$ cat src/rtl/locked_reg_bank.sv
// locked_reg_bank
// ---------------------------------------------------------------------------
// Bank of DEPTH configuration registers, each guarded by a sticky lock bit.
// A lock is set by lock_req and is cleared only by reset. A write to a
// locked entry is blocked. A blocked write raises a one-cycle violation
// pulse and bumps a saturating violation counter. A qualified debug
// override can bypass the locks for writes only.
//
// Optional feature: define LOCKED_REG_BANK_DEBUG_EN to build the debug
// override FSM. Without that macro, debug_unlocked is ignored and
// dbg_active is tied low.
//
// Ports
//   clk            rising-edge clock for all state
//   resetn         asynchronous active-low reset
//   write          write strobe for register addr
//   addr           register select for write, lock and read
//   Data_in        write data
//   lock_req       sets the sticky lock of register addr
//   debug_unlocked debug override request (must be held ARM_CYCLES edges)
//   Data_out       combinational read of register addr (0 when addr >= DEPTH)
//   lock_vec       current lock bits
//   dbg_active     debug override in effect
//   violation      one-cycle pulse after a blocked write
//   viol_count     saturating count of blocked writes
// ---------------------------------------------------------------------------
module locked_reg_bank #(
   parameter int               WIDTH      = 16,
   parameter int               DEPTH      = 4,
   parameter int               ADDR_W     = 2,
   parameter logic [WIDTH-1:0] RESET_VAL  = {WIDTH{1'b0}},
   parameter int               ARM_CYCLES = 4,
   parameter int               CNT_W      = 8
) (
   input  logic              clk,
   input  logic              resetn,
   input  logic              write,
   input  logic [ADDR_W-1:0] addr,
   input  logic [WIDTH-1:0]  Data_in,
   input  logic              lock_req,
   input  logic              debug_unlocked,
   output logic [WIDTH-1:0]  Data_out,
   output logic [DEPTH-1:0]  lock_vec,
   output logic              dbg_active,
   output logic              violation,
   output logic [CNT_W-1:0]  viol_count
);

   // Saturating increment for the violation counter.
   function automatic logic [CNT_W-1:0] sat_inc(input logic [CNT_W-1:0] v);
      if (v == {CNT_W{1'b1}}) begin
         sat_inc = v;
      end else begin
         sat_inc = v + CNT_W'(1'b1);
      end
   endfunction

   logic [WIDTH-1:0] regs_r [DEPTH];
   logic [DEPTH-1:0] lock_vec_r;
   logic             violation_r;
   logic [CNT_W-1:0] viol_cnt_r;

   logic             addr_ok_s;
   logic [DEPTH-1:0] sel_s;
   logic             sel_locked_s;
   logic             hit_s;
   logic             wr_ok_s;
   logic             blocked_s;
   logic [WIDTH-1:0] rd_data_s;
   logic             dbg_active_s;

   // Compare in ADDR_W+1 bits so DEPTH == 2^ADDR_W does not wrap to zero.
   assign addr_ok_s = ({1'b0, addr} < (ADDR_W + 1)'(DEPTH));

   // One-hot entry select; all zero for out-of-range addresses.
   always_comb begin
      sel_s = {DEPTH{1'b0}};
      for (int i = 0; i < DEPTH; i++) begin
         if (addr_ok_s && (addr == ADDR_W'(i))) begin
            sel_s[i] = 1'b1;
         end else begin
            sel_s[i] = 1'b0;
         end
      end
   end

   // Read mux built as an AND-OR so that an empty select reads as zero.
   always_comb begin
      rd_data_s = {WIDTH{1'b0}};
      for (int i = 0; i < DEPTH; i++) begin
         rd_data_s = rd_data_s | ({WIDTH{sel_s[i]}} & regs_r[i]);
      end
   end

   // Write qualification uses the pre-edge lock bit and pre-edge override.
   always_comb begin
      hit_s        = |sel_s;
      sel_locked_s = |(sel_s & lock_vec_r);
      wr_ok_s      = 1'b0;
      blocked_s    = 1'b0;
      if (write && hit_s) begin
         wr_ok_s   = !sel_locked_s || dbg_active_s;
         blocked_s = sel_locked_s && !dbg_active_s;
      end else begin
         wr_ok_s   = 1'b0;
         blocked_s = 1'b0;
      end
   end

   // Register storage: load Data_in on a qualified write.
   always_ff @(posedge clk or negedge resetn) begin
      if (!resetn) begin
         for (int i = 0; i < DEPTH; i++) begin
            regs_r[i] <= RESET_VAL;
         end
      end else begin
         for (int i = 0; i < DEPTH; i++) begin
            if (wr_ok_s && sel_s[i]) begin
               regs_r[i] <= Data_in;
            end else begin
               regs_r[i] <= regs_r[i];
            end
         end
      end
   end

   // Sticky lock bits: only ever set here, cleared by reset alone.
   always_ff @(posedge clk or negedge resetn) begin
      if (!resetn) begin
         lock_vec_r <= {DEPTH{1'b0}};
      end else begin
         lock_vec_r <= lock_vec_r | (sel_s & {DEPTH{lock_req}});
      end
   end

   // Violation pulse and saturating counter.
   always_ff @(posedge clk or negedge resetn) begin
      if (!resetn) begin
         violation_r <= 1'b0;
         viol_cnt_r  <= {CNT_W{1'b0}};
      end else begin
         violation_r <= blocked_s;
         if (blocked_s) begin
            viol_cnt_r <= sat_inc(viol_cnt_r);
         end else begin
            viol_cnt_r <= viol_cnt_r;
         end
      end
   end

`ifdef LOCKED_REG_BANK_DEBUG_EN
   typedef enum logic [1:0] {
      DBG_OFF = 2'b00,
      DBG_ARM = 2'b01,
      DBG_ON  = 2'b10
   } dbg_state_t;

   localparam logic [3:0] ARM_L = 4'(ARM_CYCLES);

   dbg_state_t state_r;
   dbg_state_t state_nxt_s;
   logic [3:0] arm_cnt_r;
   logic [3:0] arm_cnt_nxt_s;
   logic       dbg_active_r;

   // Debug FSM state, arm counter and registered override flag.
   always_ff @(posedge clk or negedge resetn) begin
      if (!resetn) begin
         state_r      <= DBG_OFF;
         arm_cnt_r    <= 4'd0;
         dbg_active_r <= 1'b0;
      end else begin
         state_r      <= state_nxt_s;
         arm_cnt_r    <= arm_cnt_nxt_s;
         dbg_active_r <= (state_nxt_s == DBG_ON);
      end
   end

   // Debug FSM next state: ARM_CYCLES consecutive high samples arm it, any
   // low sample disarms it immediately.
   always_comb begin
      state_nxt_s   = state_r;
      arm_cnt_nxt_s = arm_cnt_r;
      case (state_r)
         DBG_OFF: begin
            if (debug_unlocked) begin
               arm_cnt_nxt_s = 4'd1;
               if (ARM_L == 4'd1) begin
                  state_nxt_s = DBG_ON;
               end else begin
                  state_nxt_s = DBG_ARM;
               end
            end else begin
               state_nxt_s   = DBG_OFF;
               arm_cnt_nxt_s = 4'd0;
            end
         end
         DBG_ARM: begin
            if (debug_unlocked) begin
               arm_cnt_nxt_s = arm_cnt_r + 4'd1;
               if ((arm_cnt_r + 4'd1) == ARM_L) begin
                  state_nxt_s = DBG_ON;
               end else begin
                  state_nxt_s = DBG_ARM;
               end
            end else begin
               state_nxt_s   = DBG_OFF;
               arm_cnt_nxt_s = 4'd0;
            end
         end
         DBG_ON: begin
            if (debug_unlocked) begin
               state_nxt_s = DBG_ON;
            end else begin
               state_nxt_s   = DBG_OFF;
               arm_cnt_nxt_s = 4'd0;
            end
         end
         default: begin
            state_nxt_s   = DBG_OFF;
            arm_cnt_nxt_s = 4'd0;
         end
      endcase
   end

   assign dbg_active_s = dbg_active_r;
`else
   logic unused_dbg_s;
   assign unused_dbg_s = debug_unlocked;
   assign dbg_active_s = 1'b0;
`endif

   assign Data_out   = rd_data_s;
   assign lock_vec   = lock_vec_r;
   assign dbg_active = dbg_active_s;
   assign violation  = violation_r;
   assign viol_count = viol_cnt_r;

endmodule

$ cat config.mk
export PLATFORM = sky130hd
export DESIGN_NAME = locked_reg_bank
export DESIGN_NICKNAME = d
export VERILOG_FILES = /design/src/rtl/locked_reg_bank.sv
export SDC_FILE = /design/constraint.sdc
export NUM_CORES = 1
export LEC_CHECK = 0
export CELL_PAD_IN_SITES_DETAIL_PLACEMENT = 1
export CELL_PAD_IN_SITES_GLOBAL_PLACEMENT = 1
export CORE_ASPECT_RATIO = 2
export CORE_MARGIN = 4
export CORE_UTILIZATION = 30
export DETAILED_ROUTE_END_ITERATION = 8
export GPL_TIMING_DRIVEN = 0
export PLACE_DENSITY_LB_ADDON = 0.1
export RECOVER_POWER = 25
export SLEW_MARGIN = 20
export SYNTH_ARGS = -nofsm -noshare
export SYNTH_HDL_FRONTEND = slang
export SYNTH_SLANG_ARGS = --single-unit
$ cat constraint.sdc
create_clock -name clk -period 1.9 [get_ports clk]
set_input_delay 0.19 -clock clk [delete_from_list [all_inputs] [get_ports clk]]
set_output_delay 0.19 -clock clk [all_outputs]
set_load 0.01 [all_outputs]
# ---- Word level (Yosys, flattened, before mapping)
# Cells that the tools add are included.
dict set report classes {
  n_shift 0
  n_lt_le_gt_ge 0
  n_reduce_logical 10
  n_eq_ne 4
  multipliers 0
  muxes 6
  div 0
  bitwise_logic 11
  add_sub_neg 1
}
# op count
set op_table {}
lappend op_table {{16-bit AND} 4}
lappend op_table {{16-bit OR} 3}
lappend op_table {{8-bit by 1-bit adder with 8-bit output (second input constant)} 1}
lappend op_table {{4-bit AND} 2}
lappend op_table {{8-bit equality test (second input constant)} 1}
lappend op_table {{4-bit OR reduction} 2}
lappend op_table {{1-bit two-way mux} 6}
lappend op_table {{1-bit logical AND} 5}
lappend op_table {{2-bit equality test (second input constant)} 2}
lappend op_table {{4-bit OR} 1}
lappend op_table {{2-bit by 1-bit equality test with 1-bit output (second input constant)} 1}
lappend op_table {{2-bit logical NOT} 1}
lappend op_table {{2-bit AND reduction} 1}
lappend op_table {{1-bit logical NOT} 1}
lappend op_table {{1-bit NOT} 1}
dict set report word_totals {
  reg_bits 77
  romBits 0
  ram_bits 0
  memories 0
  latchBits 0
  inputBits 23
}

# ---- Depth between registers and ports, before layout
dict set report logic_depth {
  ltp_word 7
  mapped_depth 6
  depth_no_buf 4
}

# ---- Worst setup path after synthesis
# OpenSTA, ideal clock, no wires.
dict set report synth_path {
  path_type {input to output}
  from {in addr[0]}
  to {out Data_out[10]}
  t_required_ps 1710
  n_path_buf 2
  cell_stages 3
  t_arrival_ps 1315
  slack_ps 395
  cell_sequence {buf_2 buf_2 mux4_2}
}
dict set report synth_between {
  elab_chain_cells 6
  word_cells_on_any_way 15
}
# item line
set synth_lines {}
lappend synth_lines {{from (decl)} 38} ;# input logic [ADDR_W-1:0] addr,
lappend synth_lines {{2-bit by 1-bit equality test with 1-bit output / 2-bit logical NOT (equally long branches)} 79} ;# if (addr_ok_s && (addr == ADDR_W'(i))) begin
lappend synth_lines {{1-bit two-way mux} 79}
lappend synth_lines {{16-bit AND} 91} ;# rd_data_s = rd_data_s | ({WIDTH{sel_s[i]}} & regs_r[i]);
lappend synth_lines {{16-bit OR (2 in series)} 91}
lappend synth_lines {{16-bit OR *} 91}
lappend synth_lines {{to (decl)} 42} ;# output logic [WIDTH-1:0] Data_out,
# Every way passes the cells marked *; elsewhere a longest branch is shown, timed or not.

# ---- Worst setup path in the final report
dict set report layout_path {
  from {in write}
  to {reg regs_r[28] (netlist bit)}
}
dict set report layout_between {
  elab_chain_cells 3
}
# item line
set layout_lines {}
lappend layout_lines {{from (decl)} 37} ;# input logic write,
lappend layout_lines {{1-bit logical AND} 101} ;# if (write && hit_s) begin
lappend layout_lines {{1-bit two-way mux} 101}
lappend layout_lines {{1-bit logical AND} 118} ;# if (wr_ok_s && sel_s[i]) begin
lappend layout_lines {{to (signal, indexed assignment)} 119} ;# regs_r[i] <= Data_in;
lappend layout_lines {{to (signal, indexed assignment)} 121} ;# regs_r[i] <= regs_r[i];
lappend layout_lines {{to (decl)} 58} ;# logic [WIDTH-1:0] regs_r [DEPTH];
# No other way between the ends.
# A chain may end at the register's enable or synchronous reset.

==> summary.txt <==
Floorplan
  • Y dimension of the die: roughly 160 um
  • Horizontal die dimension: between 80 and 90 um
  • Standard-cell row count: 55
  • Total Die Area: around 13000 um2
  • Initial core utilization: between 30 and 40%
  • Std-Cell Core Area: approximately 11000 um2
  • Boundary pin count: 53

Yosys
  • Post-Syn Instances: 212
  • Part of the Yosys area used for sequential elements: a little under three fifths
  • Synthesized-area fraction occupied by ao, oa, aoi and oai cells: between 1.5 and 2%
  • Cell types with the largest area share after synthesis: dfrtp_1 (56%), mux2_2 (18%), mux4_2 (10%)
  • Top cell type by total area after synthesis: dfrtp_1
  • Yosys top cell area share: 55.6%
  • Adder-cell share of the synthesized area: less than 1%
  • Fraction of synthesized area in multiplexers: between 30% and 40%
  • Largest family of logic cells by synthesized area: multiplexers
  • Total standard cell area after synthesis: 3470 um2
  • Yosys warnings: 0
  • Basic-gate share of the synthesized area counting and, or, nand and nor cells: 4.62%
  • XOR/XNOR Fraction of Synth Area: a little over 1%
  • Post-Synthesis Net Count: roughly 240
  • Mapped Avg Cell Area: 16.4 um2
  • Number of distinct standard cells referenced by the synthesized netlist: 31
  • Synthesis-stage register bit count: slightly below 80

STA
  • Maximum achievable frequency: about 0.55 GHz
  • Clock period minus worst slack: roughly 1.8 ns
  • Endpoints failing setup: 0
  • Post-route fraction of the period consumed by the critical path: between 90% and 100%
  • Measured slew at the worst slew-check pin: between 0.7 and 0.8 ns
  • Final Max Slew Viols: 0
  • Worst slew slack as a fraction of its limit: between 50% and 60%
  • Unrepaired setup endpoints after global routing: no
  • Final hold violation count: 0
  • Setup Total Neg Slack: 0 ns
  • Worst clock skew on the final layout: roughly 0.007 ns

GRT
  • Number of antenna violations at the first check in global routing: 0
  • Total congestion overflow after global routing: 0
  • Maximum number of pins on one net before global-route repair: 54
  • Global-route wire length before repair: ~13000 um
  • Via count of the first global-routing pass: 2395
  • Total global routing track utilization: 12.8%

Pwr
  • Internal Dissipation: around 3.8 mW
  • Combinational fraction of design power: 22.4%
  • Net switching power: about 1.3 mW
  • Worst vdd ir: 519 uV
  • Static power due to leakage: 2.01 nW
  • Total power density per cell area: 1140 nW/um2
  • Proportion of power drawn by flip-flops and latches: roughly 44%
  • Clk pwr share: approximately a third
  • Switching part of the total power: between 20% and 30%

Drt
  • Number of detailed-routing iterations run before antenna repair: 4
  • Number of antenna-violating nets in the routed design: 0
  • Total Routed Length: between 7000 and 8000 um
  • Via count: 2010
  • Via density: 4.77
  • Initial detailed-routing violation count: 40
  • Routed len/inst: around 19 um
  • DRC violations left: 0

Clocking
  • CTS buffer count: 9
  • CTS sink count: slightly below 80
  • Clock root buffer: clkbuf_16
  • Buffer levels on the longest clock path: 2
  • Clock insertion delay at the later pin of the skew report: about 0.34 ns
  • Clk slew on worst S/H paths: 0.06 ns
  • H-tree depth reported by CTS: 3
  • CTS tree: yes

Finish
  • Fillcell total: 1180
  • Final layout net count: roughly 300
  • Synthesis-to-layout area growth: 30.0%
  • Ratio of cells with drive above 1 in the final layout: between 40% and 50%
  • Number of diodes added for antenna fixing: 0
  • Post-layout instance count excluding filler cells: 421

Setup path
  • Cell at the slowest stage of the critical path: clkdlybuf4s50_1
  • Worst path cell trace: clkdlybuf4s50_1 -> nand2b_1 -> nor3_4 -> buf_2 -> mux2_2
  • Critical path class: in -> reg
  • Worst r2r path cells: 3
  • Highest net fanout along the worst path: 10
  • Peak per-stage delay on the critical path: approximately 0.48 ns
  • CP required: roughly 2.1 ns
  • Element type at the critical path end: flip-flop
  • Critical Path Source Type: input pin
  • Arrival time of the worst setup path: 2.03 ns

Placement
  • # placed instances: between 400 and 500
  • Final Wtd Congestion: a little under 0.7
  • Post-detail-place hpwl: 5470 um
  • IO buf count: 49

Outcome
  • Outcome: finished clean

Hold path
  • Min-delay worst type: in -> reg
  • Worst hold path depth: 3

Flow run
  • Max-cap viol count: 0
## worst max-delay path, delay by kind of cell
kind	cells	cell delay (ns)
buf+inv	2	0.87
simple gates	2	0.58
mux	1	0.38
## cell usage after synthesis
library cell and number:
buf_12 1, nor3_4 2, mux2_2 55, mux4_2 16, a31o_2 4, buf_6 2, nand4_1 2, dfrtp_1 77
conb_1 1, inv_1 1, and4_1 1, buf_4 3, ha_1 1, a31oi_1 1, a21oi_1 3, nand3b_1 1
nand3_1 3, mux2i_1 2, nor2_1 1, nand2_1 4, nand2b_1 2, and3_1 3, or3_4 1, o22ai_2 1
mux2_1 1, inv_4 1, nor2b_1 2, buf_2 5, nor3_2 1, xnor2_1 4, mux2_4 10
## metal layers
| metal | share of wire, % | GRT usage (%) | wire length (um) | up-vias |
|---|---|---|---|---|
| met5 | 0 | 0 | 0 | - |
| met2 | 56 | 23.1 | 4470 | 35 |
| met3 | 3.2 | 3.72 | 259 | 9 |
| li1 | - | - | - | 907 |
| met4 | 1.9 | 4.83 | 153 | 0 |
| met1 | 39 | 13.9 | 3100 | 1059 |
## registers in the layout (all words and copies together), names as in the netlist
signal      count
lock_vec        4
regs_r         64
violation       1
viol_count      8
## worst paths after layout
kind / startpoint / end / slack [ns]
max in group asynchronous: resetn / regs_r[48]$_DFFE_PN0P_ / 0.76
setup reg to reg: lock_vec[2]$_DFF_PN0_ / regs_r[28]$_DFFE_PN0P_ / 0.16
min in group asynchronous: resetn / regs_r[20]$_DFFE_PN0P_ / 0.43
setup / recovery: write / regs_r[28]$_DFFE_PN0P_ / 0.09
hold / removal: addr[1] / lock_vec[1]$_DFF_PN0_ / 0.29
hold reg to reg: regs_r[20]$_DFFE_PN0P_ / regs_r[20]$_DFFE_PN0P_ / 0.49
## stage by stage
stage	hold WS, ns	utilization, %	setup slack, ns	power, mW	cell area, um2
global placement	0.467	36.7	-2.22	3.49	4140
floorplan	-0.106	-	0.395	2.93	3470
detailed placement	0.132	36.9	-0.893	3.53	4160
global route	0.287	40.0	0.00354	5.41	4510
CTS	0.276	40.0	0.0183	5.23	4510
finish	0.289	40.0	0.0943	5.13	4510
## layout make-up
class | instances | area [um2] | area share [%]
clock inverter | 4 | 47.5 | 1.05
clock buffer | 12 | 246 | 5.47
buffer | 10 | 113 | 2.50
tap | 142 | 178 | 3.94
timing repair buffer | 52 | 541 | 12.0
inverter | 2 | 10.0 | 0.222
multi-input combinational | 122 | 1450 | 32.1
sequential | 77 | 1930 | 42.7
## power groups by stage
| stage | clock network (mW) | logic (mW) | registers (mW) |
|---|---|---|---|
| final | 1.70 | 1.15 | 2.28 |
| after global routing | 1.83 | 1.25 | 2.34 |
| after CTS | 1.76 | 1.18 | 2.29 |
| after detailed placement | 0 | 1.22 | 2.31 |
| after global placement | 0 | 1.20 | 2.30 |
| after floorplan | 0 | 0.673 | 2.26 |
## cell families (layout without fill, tap and decap cells)
kind of cell | count (synthesis) | after routing
AND/OR/NAND/NOR | 23 | 23
adder cells (fa/ha/maj) | 1 | 1
other | 1 | 1
buffers and inverters | 13 | 80
flip-flops | 77 | 77
XOR/XNOR | 4 | 4
multiplexers | 84 | 84
AO/OA/AOI/OAI | 9 | 9
## placed cells by master (no fill, tap or decap), types with 2 or more instances in the layout
cell	Yosys	final
xnor2_1	4	4
nor2b_1	2	2
clkbuf_16	0	9
clkinv_2	0	2
nor3_4	2	3
nand2b_1	2	2
nand4_1	2	2
clkdlybuf4s50_1	0	31
buf_12	1	2
and3_1	3	3
clkbuf_1	0	2
nand2_1	4	4
buf_6	2	2
a31o_2	4	4
mux2i_1	2	2
dlygate4sd2_1	0	15
nand3_1	3	3
dfrtp_1	77	77
mux4_2	16	16
a21oi_1	3	3
buf_4	3	4
mux2_4	10	10
mux2_2	55	55
## timing repair
action                                  4_1_cts  5_1_grt
pin swaps                                     0        0
cloned                                        1        0
gates resized for setup                      27        1
hold buffers                                  1        0
hold endpoints to repair                     24        0
setup buffers                                 0        0
endpoints found under the setup margin       26        1
(Power assumes the default switching activity.)
